`src/rtl/div_share_ctrl_if.sv`:
```
// Bundle of requester-side and divider-side handshakes for div_share_ctrl.
// The controller uses the slave view; requesters and the divider use the master view.
interface div_share_ctrl_if #(
  parameter int DW = 32
);
  logic            req0_valid;
  logic            req0_ready;
  logic [DW-1:0]   req0_a;
  logic [DW-1:0]   req0_b;
  logic            req0_sign;
  logic            req0_flush;
  logic            resp0_valid;
  logic            resp0_ready;

  logic            req1_valid;
  logic            req1_ready;
  logic [DW-1:0]   req1_a;
  logic [DW-1:0]   req1_b;
  logic            req1_sign;
  logic            req1_flush;
  logic            resp1_valid;
  logic            resp1_ready;

  logic [2*DW-1:0] resp_result;
  logic            busy;
  logic            owner;

  logic            div_rst;
  logic [DW-1:0]   div_a;
  logic [DW-1:0]   div_b;
  logic            div_sign;
  logic            div_opn_valid;
  logic            div_res_valid;
  logic            div_res_ready;
  logic [2*DW-1:0] div_result;

  modport slave (
    input  req0_valid, req0_a, req0_b, req0_sign, req0_flush, resp0_ready,
    input  req1_valid, req1_a, req1_b, req1_sign, req1_flush, resp1_ready,
    output req0_ready, resp0_valid, req1_ready, resp1_valid,
    output resp_result, busy, owner,
    output div_rst, div_a, div_b, div_sign, div_opn_valid, div_res_ready,
    input  div_res_valid, div_result
  );

  modport master (
    output req0_valid, req0_a, req0_b, req0_sign, req0_flush, resp0_ready,
    output req1_valid, req1_a, req1_b, req1_sign, req1_flush, resp1_ready,
    input  req0_ready, resp0_valid, req1_ready, resp1_valid,
    input  resp_result, busy, owner,
    input  div_rst, div_a, div_b, div_sign, div_opn_valid, div_res_ready,
    output div_res_valid, div_result
  );
endinterface

```
`src/rtl/div_share_ctrl.sv`:
```
// Shares one radix-2 divider between two requesters: round-robin grant,
// operand latching, result routing and abort of a flushed owner's division.
module div_share_ctrl #(
  parameter int DW = 32
) (
  input  logic            clk,
  input  logic            resetn,
  div_share_ctrl_if.slave bus
);

  typedef enum logic [2:0] {S_IDLE, S_ISSUE, S_BUSY, S_DONE, S_ABORT} state_t;

  state_t          r_state;
  logic            r_rrPtr;
  logic            r_owner;
  logic            r_sign;
  logic [DW-1:0]   r_a;
  logic [DW-1:0]   r_b;
  logic [2*DW-1:0] r_result;
  logic            r_opnValid;
  logic            r_resReady;
  logic            r_resp0Valid;
  logic            r_resp1Valid;
  logic            r_abort;

  logic w_elig0;
  logic w_elig1;
  logic w_grant1;
  logic w_accept;
  logic w_ownerFlush;
  logic w_ownerTake;

  assign w_elig0      = bus.req0_valid & ~bus.req0_flush;
  assign w_elig1      = bus.req1_valid & ~bus.req1_flush;
  assign w_grant1     = w_elig1 & (~w_elig0 | r_rrPtr);
  assign w_accept     = resetn & (r_state == S_IDLE) & (w_elig0 | w_elig1);
  assign w_ownerFlush = r_owner ? bus.req1_flush : bus.req0_flush;
  assign w_ownerTake  = r_owner ? bus.resp1_ready : bus.resp0_ready;

  // Handshake outputs are forced low while reset is held so nothing leaks mid-reset.
  assign bus.req0_ready    = w_accept & ~w_grant1;
  assign bus.req1_ready    = w_accept & w_grant1;
  assign bus.resp0_valid   = resetn & r_resp0Valid;
  assign bus.resp1_valid   = resetn & r_resp1Valid;
  assign bus.resp_result   = r_result;
  assign bus.busy          = (r_state != S_IDLE);
  assign bus.owner         = r_owner;
  assign bus.div_rst       = ~resetn | r_abort;
  assign bus.div_a         = r_a;
  assign bus.div_b         = r_b;
  assign bus.div_sign      = r_sign;
  assign bus.div_opn_valid = resetn & r_opnValid;
  assign bus.div_res_ready = resetn & r_resReady;

  always_ff @(posedge clk) begin
    if (!resetn) begin
      r_state      <= S_IDLE;
      r_rrPtr      <= 1'b0;
      r_owner      <= 1'b0;
      r_sign       <= 1'b0;
      r_a          <= '0;
      r_b          <= '0;
      r_result     <= '0;
      r_opnValid   <= 1'b0;
      r_resReady   <= 1'b0;
      r_resp0Valid <= 1'b0;
      r_resp1Valid <= 1'b0;
      r_abort      <= 1'b0;
    end else begin
      case (r_state)
        S_IDLE: begin
          if (w_accept) begin
            r_a        <= w_grant1 ? bus.req1_a : bus.req0_a;
            r_b        <= w_grant1 ? bus.req1_b : bus.req0_b;
            r_sign     <= w_grant1 ? bus.req1_sign : bus.req0_sign;
            r_owner    <= w_grant1;
            r_rrPtr    <= ~w_grant1;
            r_opnValid <= 1'b1;
            r_state    <= S_ISSUE;
          end
        end
        S_ISSUE: begin
          r_opnValid <= 1'b0;
          if (w_ownerFlush) begin
            r_abort <= 1'b1;
            r_state <= S_ABORT;
          end else begin
            r_resReady <= 1'b1;
            r_state    <= S_BUSY;
          end
        end
        // A flush wins over a simultaneous result; the divider is reset instead.
        S_BUSY: begin
          if (w_ownerFlush) begin
            r_resReady <= 1'b0;
            r_abort    <= 1'b1;
            r_state    <= S_ABORT;
          end else if (bus.div_res_valid) begin
            r_resReady   <= 1'b0;
            r_result     <= bus.div_result;
            r_resp0Valid <= ~r_owner;
            r_resp1Valid <= r_owner;
            r_state      <= S_DONE;
          end
        end
        S_DONE: begin
          if (w_ownerFlush | w_ownerTake) begin
            r_resp0Valid <= 1'b0;
            r_resp1Valid <= 1'b0;
            r_state      <= S_IDLE;
          end
        end
        S_ABORT: begin
          r_abort <= 1'b0;
          r_state <= S_IDLE;
        end
        default: r_state <= S_IDLE;
      endcase
    end
  end

  a_noOpnWhileRes: assert property (@(posedge clk) disable iff (!resetn)
    !(bus.div_opn_valid && bus.div_res_valid));
  a_oneResp: assert property (@(posedge clk) disable iff (!resetn)
    !(bus.resp0_valid && bus.resp1_valid));
  a_readyIdle: assert property (@(posedge clk) disable iff (!resetn)
    (bus.req0_ready || bus.req1_ready) |-> (r_state == S_IDLE));

endmodule

```
`src/flat_wrapper.sv`:
```
// flat-port wrapper written by rule: the top's interface ports become plain ports
module div_share_ctrl_flat 
#(
  parameter int DW = 32
)
  (clk, resetn, bus_req0_valid, bus_req0_a, bus_req0_b, bus_req0_sign, bus_req0_flush, bus_resp0_ready, bus_req1_valid, bus_req1_a, bus_req1_b, bus_req1_sign, bus_req1_flush, bus_resp1_ready, bus_req0_ready, bus_resp0_valid, bus_req1_ready, bus_resp1_valid, bus_resp_result, bus_busy, bus_owner, bus_div_rst, bus_div_a, bus_div_b, bus_div_sign, bus_div_opn_valid, bus_div_res_ready, bus_div_res_valid, bus_div_result);
  div_share_ctrl_if #(.DW(DW)) bus_i ();
  input  logic clk;
  input  logic resetn;
  input wire logic [$bits(bus_i.req0_valid)-1:0] bus_req0_valid;
  input wire logic [$bits(bus_i.req0_a)-1:0] bus_req0_a;
  input wire logic [$bits(bus_i.req0_b)-1:0] bus_req0_b;
  input wire logic [$bits(bus_i.req0_sign)-1:0] bus_req0_sign;
  input wire logic [$bits(bus_i.req0_flush)-1:0] bus_req0_flush;
  input wire logic [$bits(bus_i.resp0_ready)-1:0] bus_resp0_ready;
  input wire logic [$bits(bus_i.req1_valid)-1:0] bus_req1_valid;
  input wire logic [$bits(bus_i.req1_a)-1:0] bus_req1_a;
  input wire logic [$bits(bus_i.req1_b)-1:0] bus_req1_b;
  input wire logic [$bits(bus_i.req1_sign)-1:0] bus_req1_sign;
  input wire logic [$bits(bus_i.req1_flush)-1:0] bus_req1_flush;
  input wire logic [$bits(bus_i.resp1_ready)-1:0] bus_resp1_ready;
  output wire logic [$bits(bus_i.req0_ready)-1:0] bus_req0_ready;
  output wire logic [$bits(bus_i.resp0_valid)-1:0] bus_resp0_valid;
  output wire logic [$bits(bus_i.req1_ready)-1:0] bus_req1_ready;
  output wire logic [$bits(bus_i.resp1_valid)-1:0] bus_resp1_valid;
  output wire logic [$bits(bus_i.resp_result)-1:0] bus_resp_result;
  output wire logic [$bits(bus_i.busy)-1:0] bus_busy;
  output wire logic [$bits(bus_i.owner)-1:0] bus_owner;
  output wire logic [$bits(bus_i.div_rst)-1:0] bus_div_rst;
  output wire logic [$bits(bus_i.div_a)-1:0] bus_div_a;
  output wire logic [$bits(bus_i.div_b)-1:0] bus_div_b;
  output wire logic [$bits(bus_i.div_sign)-1:0] bus_div_sign;
  output wire logic [$bits(bus_i.div_opn_valid)-1:0] bus_div_opn_valid;
  output wire logic [$bits(bus_i.div_res_ready)-1:0] bus_div_res_ready;
  input wire logic [$bits(bus_i.div_res_valid)-1:0] bus_div_res_valid;
  input wire logic [$bits(bus_i.div_result)-1:0] bus_div_result;
  assign bus_i.req0_valid = bus_req0_valid;
  assign bus_i.req0_a = bus_req0_a;
  assign bus_i.req0_b = bus_req0_b;
  assign bus_i.req0_sign = bus_req0_sign;
  assign bus_i.req0_flush = bus_req0_flush;
  assign bus_i.resp0_ready = bus_resp0_ready;
  assign bus_i.req1_valid = bus_req1_valid;
  assign bus_i.req1_a = bus_req1_a;
  assign bus_i.req1_b = bus_req1_b;
  assign bus_i.req1_sign = bus_req1_sign;
  assign bus_i.req1_flush = bus_req1_flush;
  assign bus_i.resp1_ready = bus_resp1_ready;
  assign bus_req0_ready = bus_i.req0_ready;
  assign bus_resp0_valid = bus_i.resp0_valid;
  assign bus_req1_ready = bus_i.req1_ready;
  assign bus_resp1_valid = bus_i.resp1_valid;
  assign bus_resp_result = bus_i.resp_result;
  assign bus_busy = bus_i.busy;
  assign bus_owner = bus_i.owner;
  assign bus_div_rst = bus_i.div_rst;
  assign bus_div_a = bus_i.div_a;
  assign bus_div_b = bus_i.div_b;
  assign bus_div_sign = bus_i.div_sign;
  assign bus_div_opn_valid = bus_i.div_opn_valid;
  assign bus_div_res_ready = bus_i.div_res_ready;
  assign bus_i.div_res_valid = bus_div_res_valid;
  assign bus_i.div_result = bus_div_result;
  div_share_ctrl #(.DW(DW)) u_core (.clk(clk), .resetn(resetn), .bus(bus_i));
endmodule
```
`config.mk`:
```
export PLATFORM = sky130hd
export DESIGN_NAME = div_share_ctrl_flat
export DESIGN_NICKNAME = d
export VERILOG_FILES = /design/src/rtl/div_share_ctrl_if.sv /design/src/rtl/div_share_ctrl.sv /design/src/flat_wrapper.sv
export SDC_FILE = /design/constraint.sdc
export NUM_CORES = 1
export LEC_CHECK = 0
export ABC_AREA = 1
export CORE_MARGIN = 5
export CORE_UTILIZATION = 39
export CTS_CLUSTER_SIZE = 14
export DETAILED_ROUTE_END_ITERATION = 10
export PLACE_DENSITY = 0.86
export SLEW_MARGIN = 20
export SYNTH_ARGS = -nofsm -noshare
export SYNTH_HDL_FRONTEND = slang
export SYNTH_SLANG_ARGS = --single-unit
```
`constraint.sdc`:
```
create_clock -name clk -period 1.7 [get_ports clk]
set_input_delay 0.255 -clock clk [delete_from_list [all_inputs] [get_ports clk]]
set_output_delay 0.255 -clock clk [all_outputs]
set_load 0.005 [all_outputs]
```
==> metrics.cfg, run 1 <==
[floorplanning]
num_rows=45
dieHeight_um=134
floorplan.initialDensity_pct=39.7
ioPinCount=341
die_w_um=134
die_area_um2=18100
fp.coreArea_um2=15200

[critical_path]
slowest_delay_ns=0.42
crit_path_top_delay_cell=clkdlybuf4s50_1
required_ns=1.44
critical_path_class=in2out
crit_buf_inv=5
critPathTopFamily=buffers and inverters
cp_max_fo=3
cp-start-kind=input pin
worstPathArrival_ns=1.40
crit_start=bus_req1_flush
path_cells=clkdlybuf4s50_1 -> inv_1 -> nand2_1 -> buf_4 -> inv_2 -> nand2_2 -> nor2_2 -> buf_2
cp-end-kind=output port
worstReg2RegStart=u_core.r_state[2]$_SDFFE_PN0P_

[synthesis]
ys_seq_elements=139
syn-cell-area_um2=6030
netlist_instances=880
syn_avg_cell_area_um2=6.86
syn_nets=1083
yosys_warnings=0
synth_seq_area_share_pct=46.1
synth_cell_types=24

[timing]
rsz0062_at_grt=true
period_share_pct=97.6
tightest_slew_ns=0.737
relSlewSlack_pct=50.9
fmax_mhz=603
drv_slew=0
fin_skew_ns=0.00945
fin_crit_ns=1.66
setup_viol=0
hold_viol_final=0

[clock_tree]
cts.sink_count=139
cts_buffers=17
cts_root_buf=clkbuf_16
path_clk_slew_ns=0.06
htree_levels=4
cts_tree=built
clk_latency_ns=0.41
cts_hold_buf=0
clock_path_buffers=2

[route]
dr.pass1.iters=5
remaining_drc_errors=0
avgViaCountPerCell=4.88
drt-total-wl_um=22100
wire_per_inst_um=15.6
vias=6921
ant_nets=0
first_iter_violations=396

[layout]
layout-drive-gt1-share_pct=7.73
layout.cells.non_filler=1418
post-route-util_pct=67.7
design_area_um2=10300
nets=1420
syn_to_final_growth_pct=70.5
final_cell_mix=335 x clkdlybuf4s50_1, 290 x nand2_1, 143 x nor2_1
final_common_cell=clkdlybuf4s50_1
fillCellCount=1253

[global_route]
grt_max_degree=68
grt_pass1_vias=6507
antenna_found_initial=1
overflow=0
grt_pass1_wl_um=33200
grtUsageTotal_pct=23.0

[placement]
hpwl_um=16200
dp.cells=1383
numPortBuffers=340
place_area_um2=9620
gp_congestion=0.846

[worst_hold_path]
hold_path.class=in2reg
hp-start=resetn

[pwr]
ir_drop_mv=0.664
leakagePower_nw=4.15
power_density_nw_per_um2=859

[job]
drv_cap=0

[run_status]
status=complete, no violations

[area by class of cell]
cell class / instances / area (µm²) / share of cell area, %
flip-flops and latches: 139 / 2790 / 27.1
clock buffers: 18 / 439 / 4.27
multi-input cells: 655 / 2770 / 26.9
well taps: 188 / 235 / 2.29
clock inverters: 13 / 165 / 1.61
repair buffers: 381 / 3800 / 36.9
diodes: 1 / 2.50 / 0.0243
inverters: 23 / 88.8 / 0.864
[power breakdown]
part	switching, mW	total, mW	internal [mW]
sequential	0.0696	3.46	3.39
combinational	0.673	1.57	0.899
clock	1.45	3.80	2.35
[final timing paths]
| kind | end | cells after the start | slack, ns |
|---|---|---|---|
| min | u_core.r_resp0Valid$_SDFFE_PN0P_ | 4 | 0.31 |
| max | bus_req1_ready | 8 | 0.04 |
| min reg2reg | u_core.bus.div_b[20]$_SDFFE_PN0P_ | 2 | 0.46 |
| max reg2reg | u_core.bus.div_b[12]$_SDFFE_PN0P_ | 9 | 0.09 |
[cell usage after synthesis (all sizes together)]
library cell | number | area share, %
nand2 | 292 | 18
nor2 | 146 | 9.2
dfxtp | 139 | 46
nand3 | 74 | 6.3
a21oi | 70 | 5.8
o21ai | 67 | 5.6
buf | 40 | 5.2
clkbuf | 23 | 1.4
inv | 23 | 1.5
nand4 | 2 | 0.21
a21boi | 1 | 0.12
nand3b | 1 | 0.12
nor3 | 1 | 0.083
or2 | 1 | 0.10
[worst min-delay path: cells and delay by family]
kind | cells | cell delay [ns]
buf+inv | 2 | 0.33
simple gates | 2 | 0.09
[layer usage]
layer	share of wire [%]	global-route usage, %	up-vias
met2	50	40.4	287
li1	-	-	3491
met5	0	0	-
met1	38	25.3	3115
met4	2.3	8.82	0
met3	10	8.66	28
[cells by family (layout without fill, tap and decap cells)]
logic type,after synthesis,count (layout),synth area share (%)
DFF,139,139,46.1
buffers and inverters,86,435,8.13
AOI/OAI and AO/OA,138,138,11.5
and+or+nand+nor,517,517,34.3
other,0,1,0
[metrics by stage]
step                setup WS, ns  hold slack, ns  power (mW)  setup TNS, ns
floorplan                  0.422           0.401        4.15              0
global placement          -0.419           0.450        5.04         -16.23
detailed placement        -0.445           0.455        5.06         -20.48
CTS                    -0.000868           0.302        8.87      -0.000868
global route             -0.0400           0.330        9.21         -0.498
finish                    0.0410           0.315        8.83              0
[what timing repair did]
action,in CTS,in global routing
buffers inserted,0,1
endpoints found under the setup margin,5,59
cloned,0,2
resized for setup,14,3
[registers in the layout, indices dropped and copies added (netlist names)]
signal                  flops
u_core.bus.div_a           32
u_core.bus.div_b           32
u_core.bus.div_sign         1
u_core.bus.owner            1
u_core.bus.resp_result     64
u_core.r_abort              1
u_core.r_opnValid           1
u_core.r_resReady           1
u_core.r_resp0Valid         1
u_core.r_resp1Valid         1
u_core.r_rrPtr              1
u_core.r_state              3
Note: power is estimated with default switching activity, not from simulation.
==> run 2: changes to the inputs <==
--- a/config.mk
+++ b/config.mk
@@ -7,10 +7,10 @@
 export LEC_CHECK = 0
 export ABC_AREA = 1
 export CORE_MARGIN = 5
-export CORE_UTILIZATION = 39
+export CORE_UTILIZATION = 35
 export CTS_CLUSTER_SIZE = 14
 export DETAILED_ROUTE_END_ITERATION = 10
-export PLACE_DENSITY = 0.86
+export PLACE_DENSITY = 0.78
 export SLEW_MARGIN = 20
 export SYNTH_ARGS = -nofsm -noshare
 export SYNTH_HDL_FRONTEND = slang
==> constraint.sdc (replaced) <==
create_clock -name clk -period 1.95 [get_ports clk]
set_input_delay 0.2925 -clock clk [delete_from_list [all_inputs] [get_ports clk]]
set_output_delay 0.2925 -clock clk [all_outputs]
set_load 0.005 [all_outputs]
==> run 2 against run 1 <==
Hold slack got worse by 0.10 ns. Sequential power decreased by 13%. First-iteration DRC count decreased by 34%. Setup slack improved by 0.058 ns. Clock-buffer cell count down 1. Critical endpoint unchanged. Die area increased by 11%. Via count fell by 1.8%. Critical path depth down 1. Core utilization fell by 7.8 points. Clock skew hardly changed.
==> metrics.cfg, run 2 (synthesis results as in run 1) <==
[clock_tree]
cts_root_buf=clkbuf_16  ; unchanged
cts.sink_count=139  ; unchanged
cts_buffers=17  ; unchanged
htree_levels=4  ; unchanged
path_clk_slew_ns=0.06  ; about the same
clock_path_buffers=2  ; unchanged
clk_latency_ns=0.42  ; was 0.41 ns
cts_tree=built  ; unchanged
cts_hold_buf=0  ; unchanged

[route]
vias=6799  ; was 6921
wire_per_inst_um=14.4  ; was 15.6 µm
ant_nets=0  ; unchanged
first_iter_violations=260  ; was 396
top_layer=met4  ; unchanged
drt-total-wl_um=20700  ; was 22100 µm
met1Wirelength_um=7950  ; was 8380 µm
remaining_drc_errors=0  ; unchanged
dr.pass1.iters=5  ; unchanged
avgViaCountPerCell=4.71  ; was 4.88
wl_met2_um=9860  ; was 10900 µm
routed-wl-met3_um=2450  ; was 2250 µm

[timing]
rsz0062_at_grt=false  ; was true
tightest_slew_ns=0.712  ; was 0.737 ns
fin_ws_ns=0.0990  ; was 0.0410 ns
timing.hold.ws_ns=0.211  ; was 0.315 ns
fin_skew_ns=0.00975  ; was 0.00945 ns
fin_setup_tns_ns=0  ; unchanged
hold_viol_final=0  ; unchanged
relSlewSlack_pct=52.5  ; was 50.9%
fin_crit_ns=1.85
setup_viol=0  ; unchanged
fmax_mhz=540
period_share_pct=94.9
drv_slew=0  ; unchanged

[pwr]
combPwrFrac_pct=17.6  ; was 17.8%
pwr-share-clk_pct=42.9  ; was 43.0%
power.net_switching_mw=1.99  ; was 2.19 mW
switching_share_pct=26.0  ; was 24.8%
ir_drop_mv=0.572  ; was 0.664 mV
seq_power_share_pct=39.4  ; was 39.2%
power_density_nw_per_um2=746  ; was 859 nW/µm²
p_int_mw=5.66  ; was 6.64 mW
leakagePower_nw=4.08  ; was 4.15 nW

[floorplanning]
ioPinCount=341  ; unchanged
die_w_um=141  ; was 134 µm
floorplan.initialDensity_pct=35.3  ; was 39.7%
dieHeight_um=141  ; was 134 µm
num_rows=48  ; was 45
die_area_um2=20000  ; was 18100 µm²
fp.coreArea_um2=17100  ; was 15200 µm²

[critical_path]
critical_path_class=reg2out  ; was in2out
cp-end-kind=output port  ; unchanged
required_ns=1.66  ; was 1.44 ns
worstReg2RegStart=u_core.bus.owner$_SDFFE_PN0P_  ; was u_core.r_state[2]$_SDFFE_PN0P_
r2r_end=u_core.bus.resp_result[10]$_SDFFE_PN0P_  ; was u_core.bus.div_b[12]$_SDFFE_PN0P_
reg2reg_setup_slack_ns=0.28  ; was 0.09 ns
reg2reg_depth=6  ; was 9
cp-start-kind=flop  ; was input pin
cp_max_fo=13  ; was 3
worstPathArrival_ns=1.56  ; was 1.40 ns

[layout]
largest_reg_flops=64  ; unchanged
fillCellCount=1617  ; was 1253
antenna_cells=0  ; was 1
register_area_um2=2780  ; was 2790 µm²
layout-drive-gt1-share_pct=6.82  ; was 7.73%
nets=1407  ; was 1420
post-route-util_pct=59.9  ; was 67.7%
syn_to_final_growth_pct=69.9  ; was 70.5%
design_area_um2=10300  ; about the same
final_common_cell=clkdlybuf4s50_1  ; unchanged
final_cell_mix=336 x clkdlybuf4s50_1, 289 x nand2_1, 143 x nor2_1  ; was 335 x clkdlybuf4s50_1, 290 x nand2_1, 143 x nor2_1
multiInputGateArea_um2=2790  ; was 2770 µm²

[global_route]
grtUsageTotal_pct=20.2  ; was 23.0%
overflow=0  ; unchanged
antenna_found_initial=0  ; was 1
grt_max_degree=68  ; unchanged
grt_pass1_wl_um=32300  ; was 33200 µm
grt_pass1_vias=6352  ; was 6507

[worst_hold_path]
hold_depth=3  ; was 4
hold_path.class=in2reg  ; unchanged
min_to=u_core.bus.owner$_SDFFE_PN0P_  ; was u_core.r_resp0Valid$_SDFFE_PN0P_
hp-start=resetn  ; unchanged

[placement]
numPortBuffers=340  ; unchanged
hpwl_um=15500  ; was 16200 µm
pre_cts_slack_ns=-0.308  ; was -0.445 ns
place_area_um2=9610  ; was 9620 µm²
gp_congestion=0.823  ; was 0.846

[run_status]
status=complete, no violations  ; unchanged

[job]
drv_cap=0  ; unchanged

==> run 2: cell types whose count changed in the layout (fill, tap and decap cells not counted), sizes merged <==
cell | before | now
clkbuf | 20 | 18
clkinv | 5 | 1
buf | 42 | 29
dlygate4sd2 | 2 | 1
clkdlybuf4s15 | 0 | 1
diode | 1 | 0
clkdlybuf4s50 | 335 | 336
inv | 27 | 32
clkinvlp | 1 | 3
bufinv | 3 | 2
==> run 2: how the worst max path moves through the flow <==
stage | startpoint | end | slack (ns) | cells past startpoint
floorplan | u_core.r_state[0]$_SDFFE_PN0P_ | bus_req0_ready | 0.64 | 6
global placement | bus_req1_flush | bus_req0_ready | -0.30 | 7
detailed placement | bus_req1_flush | bus_req0_ready | -0.31 | 7
CTS | u_core.r_state[2]$_SDFFE_PN0P_ | bus_req0_ready | 0.0004 | 6
global route | u_core.r_state[2]$_SDFFE_PN0P_ | bus_req1_ready | 0.005 | 7
finish | u_core.r_state[2]$_SDFFE_PN0P_ | bus_req1_ready | 0.1 | 7
==> run 2: power groups by stage <==
| stage | clock [mW] | combinational (mW) | sequential (mW) |
|---|---|---|---|
| after floorplan | 0 | 0.533 | 3.08 |
| after global placement | 0 | 1.33 | 3.07 |
| after detailed placement | 0 | 1.34 | 3.08 |
| after CTS | 3.36 | 1.37 | 3.01 |
| after global routing | 3.51 | 1.48 | 3.03 |
| final | 3.28 | 1.35 | 3.01 |
==> run 2: what timing repair did <==
item,in CTS,in global routing
buffers inserted,1,0
gates resized for setup,14,4
endpoints found under the setup margin,2,2
gates cloned,0,0
pin swaps,1,1
==> run 2: through the flow <==
step / cells / power (mW)
after CTS: 1442 / 7.74
after detailed placement: 1409 / 4.41
after global routing: 1442 / 8.02
after floorplan: 880 / 3.62
final: 1442 / 7.64
after global placement: 1409 / 4.40
==> run 2: layer usage <==
metal | track usage, % | vias up
met4 | 7.09 | 0
met2 | 33.8 | 291
li1 | - | 3456
met1 | 23.3 | 3019
met5 | 0 | -
met3 | 8.12 | 33
==> run 2: layout make-up <==
class	instances	share of cell area (%)
clock inverters	15	1.71
multi-input cells	655	27.2
inverters	23	0.891
flip-flops and latches	139	27.2
clock buffers	17	4.15
repair buffers	368	36.1
well taps	225	2.75
==> run 2: critical path, stage by stage, from the launching register on <==
cell	delay (ns)
dfxtp_2	0.34
inv_4	0.07
nand2_4	0.06
nor2_4	0.12
nand3_4	0.10
buf_12	0.16
nor2_4	0.10
clkdlybuf4s15_2	0.21
==> RTL edit 1: new RTL, flow settings as in run 1 <==
`DW` is set to 32 in 3 places; all go to 28.
--- a/src/rtl/div_share_ctrl_if.sv
+++ b/src/rtl/div_share_ctrl_if.sv
@@ -3,3 +3,3 @@
 interface div_share_ctrl_if #(
-  parameter int DW = 32
+  parameter int DW = 28
 );
--- a/src/rtl/div_share_ctrl.sv
+++ b/src/rtl/div_share_ctrl.sv
@@ -3,3 +3,3 @@
 module div_share_ctrl #(
-  parameter int DW = 32
+  parameter int DW = 28
 ) (
--- a/src/flat_wrapper.sv
+++ b/src/flat_wrapper.sv
@@ -3,3 +3,3 @@
 #(
-  parameter int DW = 32
+  parameter int DW = 28
 )
Ports: changed (8 resized); port bits go from 341 to 301. No check against the original RTL was run, so the function may have changed too.
==> RTL edit 1 against run 1 <==
Maximum frequency decreased by 2.4%; final area decreased by 10%; critical path depth decreased by 1; first-iteration DRC count decreased by 7.1%; non-clock buffer count decreased by 46; total power increased by 18%; routed wire length decreased by 15%; worst setup slack got worse by 40 ps; sequential cell count decreased by 16; area after synthesis decreased by 11%; global-route usage decreased by 1.0 points; clock skew increased by 0.74 ps; register-to-register slack improved by 40 ps; largest cell class unchanged.
==> RTL edit 1: results (changes against run 1) <==
| Metric | Value |
|---|---|
| Outcome | complete, no violations (unchanged) |
| Layout fillers | 1093 (was 1253) |
| Routed WL per cell | 14.7 um (was 15.6 um) |
| Met2 Track Usage GR | 39.5% (was 40.4%) |
| NonClk Buf Share | 35.9% (was 36.9%) |
| F_max | 589 MHz (was 603 MHz) |
| Nets | 1263 (was 1420) |
| Vias in the first global route | 5795 (was 6507) |
| Max reg flops | 56 (was 64) |
| Relative slew margins | 56.4% (was 50.9%) |
| Initial antenna violation count | 0 (was 1) |
| Multi-input gates | 583 (was 655) |
| Ranking of synthesized cells by area | dfxtp_1, nand2_1, nor2_1 (unchanged) |
| Last element of the critical path | bus_req0_ready (was bus_req1_ready) |
| Crit path from | bus_req0_flush (was bus_req1_flush) |
| Synth Register Bits | 123 (was 139) |
| Multi-input gate share of total cell area | 27.0% (was 26.9%) |
| Met1 usage | 23.2% (was 25.3%) |
| Non-clock buffer count | 335 (was 381) |
| Commonest cells in the netlist | nand2_1, nor2_1, dfxtp_1 (unchanged) |
| Post-CTS sizing | 16 (was 14) |
| Routability cong. | 0.871 (was 0.846) |
| First-pass GRT wire length | 28600 um (was 33200 um) |
| Pleak | 0.00373 uW (was 0.00415 uW) |
| Post-CTS Setup Bufs | 3 (was 0) |
| Clock Buffer Count | 20 (was 18) |
| Clock-cell share of area | 7.04% (was 5.87%) |
| Arr. time, crit path | 1440 ps (was 1400 ps) |
| Share of cells above drive strength 1 | 7.94% (was 7.73%) |
| GRT met3 Usage | 8.14% (was 8.66%) |
| Clock Skew | 10.2 ps (was 9.45 ps) |
| Logic inverters | 24 (was 23) |
| Post-DP HPWL | 13800 um (was 16200 um) |
| Reg2reg end | u_core.bus.div_b[27] (was u_core.bus.div_b[12]) |
| Die area | 16200 sq um (was 18100 sq um) |
| Dpl ws | -329 ps (was -445 ps) |
| N_diodes | 0 (was 1) |
| Fin Hold WS | 346 ps (was 315 ps) |
| Post-Syn Nets | 965 (was 1083) |
| Switching Share | 27.7% (was 24.8%) |
| Gate Count Post-Synth | 786 (was 880) |
| Final wirelength | 18700 um (was 22100 um) |
| Hold Path End | u_core.r_rrPtr (was u_core.r_resp0Valid) |
| Largest net degree at the start of global routing | 60 (was 68) |
| Port Buf Inserts | 300 (was 340) |
| Reg-to-reg slack, setup | 130 ps (was 90 ps) |
| Peak VDD IR | 0.607 mV (was 0.664 mV) |
| Placed cell areas | 8540 sq um (was 9620 sq um) |
| Slowest stage delay, CP | 410 ps |
| Dpl cells | 1238 (was 1383) |
| Vias per inst | 4.81 (was 4.88) |
| Gr usage total | 22.0% (was 23.0%) |
| Seq/total area | 26.7% (was 27.1%) |
| Seq. cell area | 2460 sq um (was 2790 sq um) |
| Register area share after synthesis | 45.8% (was 46.1%) |
-- RTL edit 1: power groups by stage --
| stage | sequential (uW) | clock, uW | combinational, uW |
|---|---|---|---|
| 6_report | 3480 | 3930 | 2990 |
| 3_3_place_gp | 3520 | 0 | 2900 |
| 2_1_floorplan | 3560 | 0 | 1380 |
| 3_5_place_dp | 3530 | 0 | 2940 |
| 5_1_grt | 3530 | 4140 | 3270 |
| 4_1_cts | 3480 | 4000 | 3000 |
-- RTL edit 1: cells by family after synthesis --
kind of cell	share of synthesized area, %
AO/OA/AOI/OAI	11.0
AND/OR/NAND/NOR	34.8
flip-flops	45.8
buffers and inverters	8.29
-- RTL edit 1: metal layers --
| layer | wire length (um) | up-vias | share of wire, % |
|---|---|---|---|
| li1 | - | 3093 | - |
| met1 | 6890 | 2745 | 37 |
| met3 | 1800 | 32 | 9.6 |
| met5 | 0 | - | 0 |
| met4 | 446 | 0 | 2.4 |
| met2 | 9590 | 246 | 51 |
==> RTL edit 2: new RTL, settings of run 1 <==
Without the edit above. Re-encode `state_t` (5 states) as one-hot, 5 bits wide.
--- a/src/rtl/div_share_ctrl.sv
+++ b/src/rtl/div_share_ctrl.sv
@@ -10,3 +10,3 @@
 
-  typedef enum logic [2:0] {S_IDLE, S_ISSUE, S_BUSY, S_DONE, S_ABORT} state_t;
+  typedef enum logic [4:0] {S_IDLE = 5'b00001, S_ISSUE = 5'b00010, S_BUSY = 5'b00100, S_DONE = 5'b01000, S_ABORT = 5'b10000} state_t;
 
Formal check against the unedited RTL: no difference found for any inputs over 4 cycles, from zero or initial values and one cycle with resetn low; so few cycles prove little.
==> RTL edit 2 against run 1 <==
First-iteration DRC count is 21% lower; routed wire length shrank 6.4%; cell count is 0.78% lower; sequential cell count rose by 2; worst hold slack lost 63 ps; worst setup slack lost 25 ps; total power shrank 3.0%; area after synthesis decreased by 0.44%; final area shrank 0.99%; combinational power fell by 15%; die area shrank 0.40%; synthesized cell count decreased by 0.57%; highest routed layer unchanged.
==> RTL edit 2: results (changes against run 1) <==
| Metric | Value |
|---|---|
| Register area share after synthesis | 47.0% (was 46.1%) |
| Post-CTS sizing | 22 (was 14) |
| R2R depth | 8 (was 9) |
| Hold Path End | u_core.r_state[0] (was u_core.r_resp0Valid) |
| Dpl ws | -553 ps (was -445 ps) |
| Relative slew margins | 59.6% (was 50.9%) |
| Nets | 1410 (was 1420) |
| Arr. time, crit path | 1430 ps (was 1400 ps) |
| Post-DP HPWL | 15200 um (was 16200 um) |
| Gr usage total | 22.1% (was 23.0%) |
| Post-CTS Setup Bufs | 1 (was 0) |
| Last element of the critical path | bus_req1_ready (unchanged) |
| Placed cell areas | 9550 sq um (was 9620 sq um) |
| Root Driver | clkbuf_16 (unchanged) |
| Reg-to-reg slack, setup | 150 ps (was 90 ps) |
| Hold_buf cts | 0 (unchanged) |
| Cell variety after synth | 21 (was 24) |
| N_diodes | 0 (was 1) |
| Initial antenna violation count | 0 (was 1) |
| GRT met3 Usage | 8.48% (was 8.66%) |
| Peak VDD IR | 0.663 mV (was 0.664 mV) |
| Vias | 6704 (was 6921) |
| Layout fillers | 1214 (was 1253) |
| Post-Syn Nets | 1078 (was 1083) |
| Pleak | 0.00412 uW (was 0.00415 uW) |
| Outcome | complete, no violations (unchanged) |
| Ranking of synthesized cells by area | dfxtp_1, nand2_1, nor2_1 (unchanged) |
| Commonest cells in the netlist | nand2_1, nor2_1, dfxtp_1 (unchanged) |
| Share of cells above drive strength 1 | 6.81% (was 7.73%) |
| Vias in the first global route | 6361 (was 6507) |
| Met2 Track Usage GR | 37.9% (was 40.4%) |
| Clock Skew | 5.99 ps (was 9.45 ps) |
| Largest net degree at the start of global routing | 69 (was 68) |
| Met1 usage | 24.8% (was 25.3%) |
| First-pass GRT wire length | 31900 um (was 33200 um) |
| Final wirelength | 20700 um (was 22100 um) |
| Routability cong. | 0.843 (was 0.846) |
| Clock Pin Slew Worst Setup and Hold Paths | 60 ps (about the same) |
| Max clock buf depth | 2 (unchanged) |
| Crit path from | u_core.r_state[3] (was bus_req1_flush) |
| Gate Count Post-Synth | 875 (was 880) |
| R2R Path Start | u_core.r_rrPtr (was u_core.r_state[2]) |
| Final period util | 99.1% (was 97.6%) |
| CP max stage cell | dfxtp_2 (was clkdlybuf4s50_1) |
| Reg2reg end | u_core.bus.div_b[8] (was u_core.bus.div_b[12]) |
| 1st-iter DRT viols | 312 (was 396) |
| Vias per inst | 4.76 (was 4.88) |
## RTL edit 2: changes by cell type after synthesis, sizes merged, moves of 2 or more
cell and change:
nand2 +63, inv +2, a21oi -2, nor2 +2
buf -7, dfxtp +2, nand3 -66, nand4 +2
## RTL edit 2: critical path: cells and delay by family (launching register included)
family	cells	cell delay, ps
and+or+nand+nor	4	470
buffers and inverters	2	210
DFF	1	340
## RTL edit 2: area by class of cell
cell class                      instances  share of cell area, %
Clock buffer                           18                   4.21
Clock inverter                         13                   1.61
Inverter                               25                  0.946
Multi-Input combinational cell        653                   26.5
Sequential cell                       141                   27.7
Tap cell                              188                   2.31
Timing Repair Buffer                  369                   36.7
## RTL edit 2: per-stage QoR
| step | utilization, % | hold WS (ps) |
|---|---|---|
| 2_1_floorplan | - | 401 |
| 3_3_place_gp | 63.0 | 444 |
| 3_5_place_dp | 63.0 | 450 |
| 4_1_cts | 67.1 | 232 |
| 5_1_grt | 67.3 | 272 |
| 6_report | 67.3 | 252 |
## RTL edit 2: logic make-up after synthesis
group	after synthesis	share of synthesized area [%]
simple gates	516	33.1
flops	141	47.0
buf+inv	81	8.45
compound gates	137	11.5
## RTL edit 2: power breakdown
part           total, uW  internal (uW)  leakage (uW)  switching (uW)
logic               1340            792       0.00269             552
clock network       3760           2310      0.000287            1450
registers           3460           3410       0.00114            53.4
## RTL edit 2: layer usage
| layer | part of all wire (%) | routed length [um] | vias to the layer above |
|---|---|---|---|
| met2 | 48 | 9990 | 279 |
| met3 | 9.9 | 2050 | 31 |
| met5 | 0 | 0 | - |
| li1 | - | - | 3395 |
| met1 | 39 | 8060 | 2999 |
| met4 | 2.7 | 552 | 0 |
